### src/rtl/pipeline_hazard_ctrl.sv
// Hazard and stall controller for the 5-stage pipeline: per-stage enable/hold/bubble/flush
// controls, data-memory request sequencing, saturating perf counters and a sticky timeout flag.
module pipeline_hazard_ctrl #(
    parameter int unsigned CNT_W      = 32,
    parameter int unsigned WAIT_LIMIT = 255
) (
    input  logic             clk,
    input  logic             reset,
    input  logic [4:0]       ifid_rs1,
    input  logic [4:0]       ifid_rs2,
    input  logic             ifid_uses_rs2,
    input  logic             idex_memread,
    input  logic [4:0]       idex_rd,
    input  logic             exmem_memread,
    input  logic             exmem_memwrite,
    input  logic             exmem_branch_taken,
    input  logic             dmem_ready,
    output logic             dmem_req,
    output logic             pc_write,
    output logic             ifid_write,
    output logic             idex_bubble,
    output logic             ifid_flush,
    output logic             idex_flush,
    output logic             exmem_flush,
    output logic             idex_hold,
    output logic             exmem_hold,
    output logic             memwb_bubble,
    output logic [CNT_W-1:0] stall_cycles,
    output logic [CNT_W-1:0] flush_count,
    output logic             mem_timeout
);

    localparam int unsigned WAIT_W = 16;
    localparam logic [WAIT_W-1:0] WAIT_MAX = {WAIT_W{1'b1}};
    localparam logic [WAIT_W-1:0] WAIT_LIM = WAIT_W'(WAIT_LIMIT);
    localparam logic [CNT_W-1:0]  CNT_MAX  = {CNT_W{1'b1}};

    typedef enum logic {
        ST_RUN      = 1'b0,
        ST_MEM_WAIT = 1'b1
    } state_e;

    state_e            state_q, state_d;
    logic [WAIT_W-1:0] wait_cnt_q, wait_cnt_d;
    logic [CNT_W-1:0]  stall_q, stall_d;
    logic [CNT_W-1:0]  flush_q, flush_d;
    logic              timeout_q, timeout_d;

    logic memop;
    logic freeze;
    logic load_use_hit;
    logic branch_flush;
    logic lu_stall;

    // Event decode; reset masks every event so nothing is counted while it is held.
    assign memop        = exmem_memread | exmem_memwrite;
    assign freeze       = !reset && !dmem_ready && ((state_q == ST_MEM_WAIT) || memop);
    assign load_use_hit = idex_memread && (idex_rd != 5'd0) &&
                          ((idex_rd == ifid_rs1) || (ifid_uses_rs2 && (idex_rd == ifid_rs2)));
    assign branch_flush = !reset && !freeze && exmem_branch_taken;
    assign lu_stall     = !reset && !freeze && !exmem_branch_taken && load_use_hit;

    // State register
    always_ff @(posedge clk) begin
        if (reset) begin
            state_q <= ST_RUN;
        end else begin
            state_q <= state_d;
        end
    end

    // Next-state logic
    always_comb begin
        state_d = state_q;
        case (state_q)
            ST_RUN: begin
                if (memop && !dmem_ready) begin
                    state_d = ST_MEM_WAIT;
                end
            end
            ST_MEM_WAIT: begin
                if (dmem_ready) begin
                    state_d = ST_RUN;
                end
            end
            default: state_d = ST_RUN;
        endcase
    end

    // Output decode: memory wait > branch flush > load-use stall
    always_comb begin
        dmem_req     = 1'b0;
        pc_write     = 1'b1;
        ifid_write   = 1'b1;
        idex_bubble  = 1'b0;
        ifid_flush   = 1'b0;
        idex_flush   = 1'b0;
        exmem_flush  = 1'b0;
        idex_hold    = 1'b0;
        exmem_hold   = 1'b0;
        memwb_bubble = 1'b0;
        if (reset) begin
            pc_write     = 1'b0;
            ifid_write   = 1'b0;
            ifid_flush   = 1'b1;
            idex_flush   = 1'b1;
            exmem_flush  = 1'b1;
            memwb_bubble = 1'b1;
        end else begin
            dmem_req = memop || (state_q == ST_MEM_WAIT);
            if (freeze) begin
                pc_write     = 1'b0;
                ifid_write   = 1'b0;
                idex_hold    = 1'b1;
                exmem_hold   = 1'b1;
                memwb_bubble = 1'b1;
            end else if (branch_flush) begin
                ifid_flush  = 1'b1;
                idex_flush  = 1'b1;
                exmem_flush = 1'b1;
            end else if (lu_stall) begin
                pc_write    = 1'b0;
                ifid_write  = 1'b0;
                idex_bubble = 1'b1;
            end
        end
    end

    // Wait counter, timeout flag and performance counter next values
    always_comb begin
        wait_cnt_d = wait_cnt_q;
        stall_d    = stall_q;
        flush_d    = flush_q;
        if (freeze) begin
            if (state_q == ST_RUN) begin
                wait_cnt_d = WAIT_W'(1);
            end else if (wait_cnt_q != WAIT_MAX) begin
                wait_cnt_d = wait_cnt_q + WAIT_W'(1);
            end
        end else begin
            wait_cnt_d = '0;
        end
        timeout_d = timeout_q || (freeze && (wait_cnt_d >= WAIT_LIM));
        if ((freeze || lu_stall) && (stall_q != CNT_MAX)) begin
            stall_d = stall_q + CNT_W'(1);
        end
        if (branch_flush && (flush_q != CNT_MAX)) begin
            flush_d = flush_q + CNT_W'(1);
        end
    end

    always_ff @(posedge clk) begin
        if (reset) begin
            wait_cnt_q <= '0;
            stall_q    <= '0;
            flush_q    <= '0;
            timeout_q  <= 1'b0;
        end else begin
            wait_cnt_q <= wait_cnt_d;
            stall_q    <= stall_d;
            flush_q    <= flush_d;
            timeout_q  <= timeout_d;
        end
    end

    assign stall_cycles = stall_q;
    assign flush_count  = flush_q;
    assign mem_timeout  = timeout_q;

endmodule

### config.mk
export PLATFORM = sky130hd
export DESIGN_NAME = pipeline_hazard_ctrl
export DESIGN_NICKNAME = d
export VERILOG_FILES = /design/src/rtl/pipeline_hazard_ctrl.sv
export SDC_FILE = /design/constraint.sdc
export NUM_CORES = 1
export LEC_CHECK = 0
export BUFFER_PORTS_ARGS = -buffer_cell sky130_fd_sc_hd__buf_2
export CELL_PAD_IN_SITES_DETAIL_PLACEMENT = 1
export CELL_PAD_IN_SITES_GLOBAL_PLACEMENT = 1
export CORE_ASPECT_RATIO = 1.2
export CORE_MARGIN = 2
export CORE_UTILIZATION = 42
export DETAILED_ROUTE_END_ITERATION = 7
export GPL_TIMING_DRIVEN = 0
export PLACE_DENSITY = 0.91
export RECOVER_POWER = 100
export SLEW_MARGIN = 20
export SYNTH_ARGS = -nofsm -noshare
export SYNTH_HDL_FRONTEND = slang
export SYNTH_SLANG_ARGS = --single-unit
### constraint.sdc
create_clock -name clk -period 3.3 [get_ports clk]
set_input_delay 0.33 -clock clk [delete_from_list [all_inputs] [get_ports clk]]
set_output_delay 0.33 -clock clk [all_outputs]
set_load 0.01 [all_outputs]
==> results of run 1 <==
[power groups by stage]
| stage | sequential (mW) | clock (mW) | combinational [mW] |
|---|---|---|---|
| after floorplan | 1.02 | 0 | 0.0572 |
| final | 1.00 | 1.04 | 0.105 |
| after detailed placement | 1.02 | 0 | 0.106 |
| after CTS | 1.00 | 1.05 | 0.107 |
| after global placement | 1.02 | 0 | 0.102 |
| after global routing | 1.00 | 1.09 | 0.115 |
[cell type report]
class	count	area, µm²	share of cell area
inverter	10	37.5	0.00759
sequential	82	1640	0.332
multi-input combinational	388	2330	0.471
tap	123	154	0.0311
timing repair buffer	96	395	0.0799
clock inverter	2	35.0	0.00708
buffer	19	86.3	0.0174
clock buffer	13	270	0.0546
[final timing paths]
check	startpoint	end	slack [ns]	cells after the start
max	stall_cycles[0]	stall_cycles[28]	0.33	8
min	dmem_ready	state_q	0.25	2
max reg2reg	stall_cycles[0]	stall_cycles[28]	0.33	8
min reg2reg	stall_cycles[7]	stall_cycles[7]	0.52	1
[routing by layer]
metal  track usage  share of wire  vias to the layer above
li1              -              -                     1975
met1         0.281           0.40                     2021
met2         0.449           0.53                       98
met3        0.0389          0.043                       24
met4         0.102          0.023                        0
met5             0              0                        -
[synth_stat cells, types with 3 or more instances]
library cell	number	area, µm²
dfxtp_1	82	1640
nor2_1	73	274
nand2_1	48	180
xnor2_1	37	324
nand3_1	32	160
nand4_1	29	181
xor2_1	26	228
a21oi_1	21	105
nor3_1	20	100
clkbuf_1	13	48.8
and3_1	11	68.8
inv_1	10	37.5
o21ai_0	10	50.1
or3_1	9	56.3
and2_1	8	50.1
mux2i_1	8	80.1
nor4_1	8	50.1
and4_1	7	61.3
a31o_2	4	35.0
buf_4	4	30.0
a31oi_1	3	18.8
ha_1	3	37.5
[registers in the layout (all words and copies together), names as in the netlist]
register      count
flush_count      32
state_q           1
mem_timeout       1
wait_cnt_q       16
stall_cycles     32
[critical path: stages, from the launching register on]
cell,delay (ns)
dfxtp_1,0.44
ha_1,0.20
and2_1,0.12
clkbuf_1,0.39
nand2_1,0.12
a2111oi_1,0.92
and2_0,0.37
nand3_1,0.14
a21oi_1,0.19
[stage by stage]
| stage | hold WS [ns] | area [µm²] | total power, mW | instances |
|---|---|---|---|---|
| after floorplan | 0.409 | 4120 | 1.08 | 499 |
| after global placement | 0.488 | 4750 | 1.12 | 718 |
| after detailed placement | 0.506 | 4750 | 1.13 | 718 |
| after CTS | 0.249 | 5060 | 2.15 | 733 |
| after global routing | 0.258 | 4950 | 2.20 | 733 |
| final | 0.249 | 4950 | 2.14 | 733 |
[layout by cell type, fill, tap and decap left out, types with 2 or more instances in the layout]
master	Yosys	layout
nand2_1	48	48
nand4_1	29	30
xor2_1	26	26
and2_1	8	4
and4_1	7	7
nand3_1	32	32
clkbuf_1	13	84
ha_1	3	3
clkbuf_4	0	2
o21ai_0	10	11
o211ai_1	2	2
inv_1	10	10
and3_1	11	11
nor4b_1	2	2
clkbuf_16	0	9
a21o_1	2	2
a21oi_1	21	21
a31oi_1	3	3
and2_0	0	4
xnor2_1	37	37
mux2i_1	8	8
nor3_1	20	20
nor4_1	8	8
or3_1	9	9
buf_2	1	28
nor2_1	73	73
buf_4	4	2
nor2b_1	2	2
clkbuf_8	0	3
dfxtp_1	82	82
a31o_2	4	4
[cell families after synthesis]
family / after synthesis
AND/OR/NAND/NOR: 261
multiplexers: 8
buffers and inverters: 29
AO/OA/AOI/OAI: 53
adder cells (fa/ha/maj): 3
XOR/XNOR: 63
flip-flops: 82
==> key figures, run 1 <==
Outcome
  – Status: completed

Place
  – RePlAce Congestion: 0.826
  – Port Buffers: 96
  – Worst slack, placed: 0.482 ns
  – HPWL after DPL: 9180 µm

Power and ir drop
  – LEAKAGE: 1.67 nW
  – Psw: 0.468 mW
  – Maximum vdd drop: 0.273 mV
  – Cell internal pwr: 1.68 mW
  – Seq pwr share: 0.466
  – Clock network power share: 0.485
  – Comb pwr share: 0.049
  – Sw Ratio: 0.218
  – PwrDens: 433 nW/µm²

Final layout
  – Area growth, synth to finish: 20.2%
  – Share of cells above drive strength 1: 0.0934
  – Final layout net count: 632
  – Util after Layout: 0.520
  – Fill cell count: 1,220
  – Ant diodes: 0

Yosys
  – Yosys reg bits: 82
  – Mux contribution to synthesized area: 0.0194
  – Post-synth EDFFs: 0
  – Synth Area in XOR/XNOR: 0.134
  – Ys flop type: dfxtp_1
  – Syn nets: 525
  – Post-synthesis compound-gate area fraction: 0.0793
  – Post-synth cell types: 49
  – Synth Area in Adders: 0.00912
  – Sequential fraction of the synthesis area: 0.399
  – Simple-Gate Fraction of Synth Area: 0.329
  – Syn. warnings: 0
  – Ys async rst share: 0
  – Avg Cell Area, Syn: 8.25 µm²
  – Mapped Cells: 499
  – Synthesized area: 4120 µm²
  – Largest family of logic cells by synthesized area: simple AND/OR/NAND/NOR gates

Global routing
  – GRT Overall Usage: 0.246
  – Global-route wire length before repair: 20,700 µm
  – Total grt overflow: 0
  – Initial antenna violation count: 0
  – Largest net degree at the start of global routing: 13
  – Vias in the first global route: 4,263

CTS
  – Worst-path clk slew: 0.06 ns
  – Clk sink count: 82
  – Resized cells post-CTS: 0
  – TritonCTS Buffers: 9
  – Skew-Pair Late Insertion Delay: 0.34 ns
  – CTS tree: built
  – Clock root buffer: clkbuf_16
  – Post-CTS Hold Fix Bufs: 0
  – Max clock buf depth: 2
  – Setup bufs post-CTS: 0
  – Htree depth: 3

Critical path
  – Startpoint types: flip-flop
  – WP data required: 3.56 ns
  – Highest net fanout along the worst path: 10
  – Crit path DAT: 3.23 ns
  – Crit. End Element: flip-flop
  – CP Class: flip-flop to flip-flop

Timing
  – Worst Skew: 0.00767 ns
  – F_max: 337 MHz
  – Tcrit/Tclk final: 0.900
  – Period minus WS final: 2.97 ns
  – Setup-failing EPs final: 0
  – Unrepaired setup endpoints after global routing: no
  – Setup TNS: 0 ns
  – Final Hold Viols: 0
  – Slew margin rel.: 0.282
  – Final Max Slew Viols: 0
  – Setup WS post-layout: 0.330 ns
  – Tightest Pin Transition: 1.07 ns

Die
  – Number of core rows: 39
  – # IOs: 98
  – Initial core utilization: 0.433
  – Core area: 9520 µm²
  – Die footprint: 10,600 µm²
  – Die W: 94.4 µm
  – Chip height: 112 µm

Job
  – Max_cap viols: 0

Route
  – Post-route ant nets: 0
  – Routed wire length: 12,700 µm
  – DR WL/cell: 17.3 µm
  – 1st-pass router iterations: 4
  – Vias/cell: 5.62
  – Detailed Route Iter0 Violations: 134
  – Via Count: 4,118
  – DRC violations left: 0

Min path
  – Hold Path Class: primary input to flip-flop
(Power assumes the default switching activity.)
==> inputs of run 2 (changes only) <==
CORE_MARGIN = 4   (was 2)
CORE_UTILIZATION = 44   (was 42)
CTS_BUF_LIST = sky130_fd_sc_hd__clkbuf_2 sky130_fd_sc_hd__clkbuf_4 sky130_fd_sc_hd__clkbuf_8   (was not set)
PLACE_DENSITY = 0.95   (was 0.91)
==> key figures, run 2 (synthesized netlist as in run 1, its figures left out) <==
Outcome
  – Status: completed

Die
  – Core area: 9080 µm² (-4.6%)
  – Number of core rows: 38 (-2.6%)
  – Initial core utilization: 0.453 (+0.0207)
  – # IOs: 98 (unchanged)
  – Die footprint: 11,000 µm² (+3.4%)
  – Die W: 96.3 µm (+2.0%)
  – Chip height: 114 µm (+1.3%)

Place
  – RePlAce Congestion: 0.822 (-0.50%)
  – Port Buffers: 96 (unchanged)
  – HPWL after DPL: 9440 µm (+2.8%)

Timing
  – Slew margin rel.: 0.301 (+0.0185)
  – Worst Skew: 0.00567 ns (-0.00200 ns)
  – Setup TNS: 0 ns (unchanged)
  – Unrepaired setup endpoints after global routing: no
  – Period minus WS final: 2.92 ns (-0.0481 ns)
  – Final Max Slew Viols: 0 (unchanged)
  – F_max: 342 MHz (+1.6%)
  – Tightest Pin Transition: 1.05 ns (-0.0276 ns)
  – Tcrit/Tclk final: 0.885 (-0.0146)
  – Setup-failing EPs final: 0 (unchanged)
  – Final Hold Viols: 0 (unchanged)

Critical path
  – Reg2reg start: state_q
  – R2R cell count: 8 (unchanged)
  – WP data required: 3.58 ns (+0.02 ns)
  – Crit. End Element: flip-flop
  – Crit path DAT: 3.21 ns (-0.02 ns)
  – Startpoint types: flip-flop
  – Worst setup path endpoint: stall_cycles[29]
  – R2R setup slack: 0.38 ns (+0.05 ns)
  – CP Class: flip-flop to flip-flop
  – Highest net fanout along the worst path: 10 (unchanged)
  – Worst setup path startpoint: state_q
  – Worst R2R End: stall_cycles[29]

CTS
  – Post-CTS Hold Fix Bufs: 0 (unchanged)
  – Skew-Pair Late Insertion Delay: 0.37 ns (+0.03 ns)
  – Clk sink count: 82 (unchanged)
  – TritonCTS Buffers: 9 (unchanged)
  – Setup bufs post-CTS: 0 (unchanged)
  – Resized cells post-CTS: 0 (unchanged)
  – Clock root buffer: clkbuf_8
  – CTS tree: built
  – Worst-path clk slew: 0.08 ns (+0.02 ns)
  – Htree depth: 3 (unchanged)
  – Max clock buf depth: 2 (unchanged)

Final layout
  – Final layout net count: 632 (unchanged)
  – Area growth, synth to finish: 18.8%
  – Ant diodes: 0 (unchanged)
  – Util after Layout: 0.539 (+0.0188)
  – Most common cell after layout, fill and taps aside: clkbuf_1
  – Commonest non-fill, non-tap cells in the layout: 83 x clkbuf_1, 82 x dfxtp_1, 73 x nor2_1, 48 x nand2_1, 37 x xnor2_1
  – Share of cells above drive strength 1: 0.0966 (+0.00312)

Route
  – Post-route ant nets: 0 (unchanged)
  – Via Count: 4,155 (+0.90%)
  – Vias/cell: 5.68 (+1.2%)
  – Routed wire length: 12,900 µm (+1.7%)
  – 1st-pass router iterations: 5 (+1)
  – Detailed Route Iter0 Violations: 129 (-3.7%)
  – DR WL/cell: 17.7 µm (+1.9%)
  – DRC violations left: 0 (unchanged)

Power and ir drop
  – Comb pwr share: 0.053 (+0.004)
  – Clock network power share: 0.447 (-0.038)
  – Cell internal pwr: 1.55 mW (-7.8%)
  – Maximum vdd drop: 0.216 mV (-21%)
  – PwrDens: 408 nW/µm² (-5.7%)
  – LEAKAGE: 1.64 nW (-2.1%)
  – Psw: 0.453 mW (-3.1%)
  – Sw Ratio: 0.227 (+0.00861)
  – Seq pwr share: 0.500 (+0.034)

Job
  – Max_cap viols: 0 (unchanged)

Global routing
  – Global-route wire length before repair: 20,600 µm (-0.27%)
  – Vias in the first global route: 4,314 (+1.2%)
  – GRT Overall Usage: 0.239 (-0.00729)
  – Total grt overflow: 0 (unchanged)
  – Largest net degree at the start of global routing: 15 (+2)
  – Initial antenna violation count: 0 (unchanged)

Min path
  – Hold Path Class: primary input to flip-flop
-- run 2: changes by cell type in the layout (fill, tap and decap cells not counted), sizes merged --
cell / delta
bufinv: +2
clkinv: -1
clkinvlp: +2
inv: +1
clkbuf: -3
-- run 2: final cells by class --
class / count / area [µm²]
fill: 1197 / 4190
tap: 120 / 150
buffer: 19 / 86.3
clock buffer: 10 / 131
inverter: 10 / 37.5
timing repair buffer: 96 / 395
sequential: 82 / 1640
multi-input combinational: 388 / 2340
clock inverter: 6 / 114
-- run 2: metrics by stage --
| step | setup WS, ns | cell area (µm²) | power (mW) | hold WS, ns | std cells |
|---|---|---|---|---|---|
| finish | 0.378 | 4890 | 2.00 | 0.235 | 731 |
| detailed placement | 0.462 | 4750 | 1.13 | 0.500 | 715 |
| global placement | 0.573 | 4750 | 1.12 | 0.486 | 715 |
| floorplan | 1.07 | 4120 | 1.08 | 0.409 | 499 |
| CTS | 0.381 | 4990 | 2.01 | 0.221 | 731 |
| global route | 0.113 | 4890 | 2.06 | 0.225 | 731 |
-- run 2: worst min path at each step --
stage,startpoint,end,slack [ns],cells after the start
final,dmem_ready,state_q,0.23,2
after global routing,dmem_ready,state_q,0.22,2
after CTS,dmem_ready,state_q,0.22,2
after detailed placement,stall_cycles[7],stall_cycles[7],0.50,1
after global placement,stall_cycles[5],stall_cycles[5],0.49,1
after floorplan,dmem_ready,state_q,0.41,1
-- run 2: layer usage --
layer,up-vias,GRT usage,share of wire
met5,-,0,0
met1,2036,0.271,0.40
met2,117,0.432,0.53
li1,1971,-,-
met3,31,0.0442,0.044
met4,0,0.0954,0.026
-- run 2: power groups by stage --
stage	registers [mW]	logic, mW	clock network, mW
finish	0.999	0.106	0.894
global route	1.00	0.115	0.949
CTS	0.998	0.108	0.906
detailed placement	1.02	0.107	0
global placement	1.02	0.101	0
floorplan	1.02	0.0572	0
-- run 2: worst max-delay path, cell delays in order (launching register included) --
cell and delay (ns):
dfxtp_1 0.35, nor3_2 0.41, o21ai_1 0.21, nor4b_2 0.41, a21o_1 0.31, o21ai_1 0.23, clkbuf_1 0.30, or3_1 0.41
a21oi_1 0.20
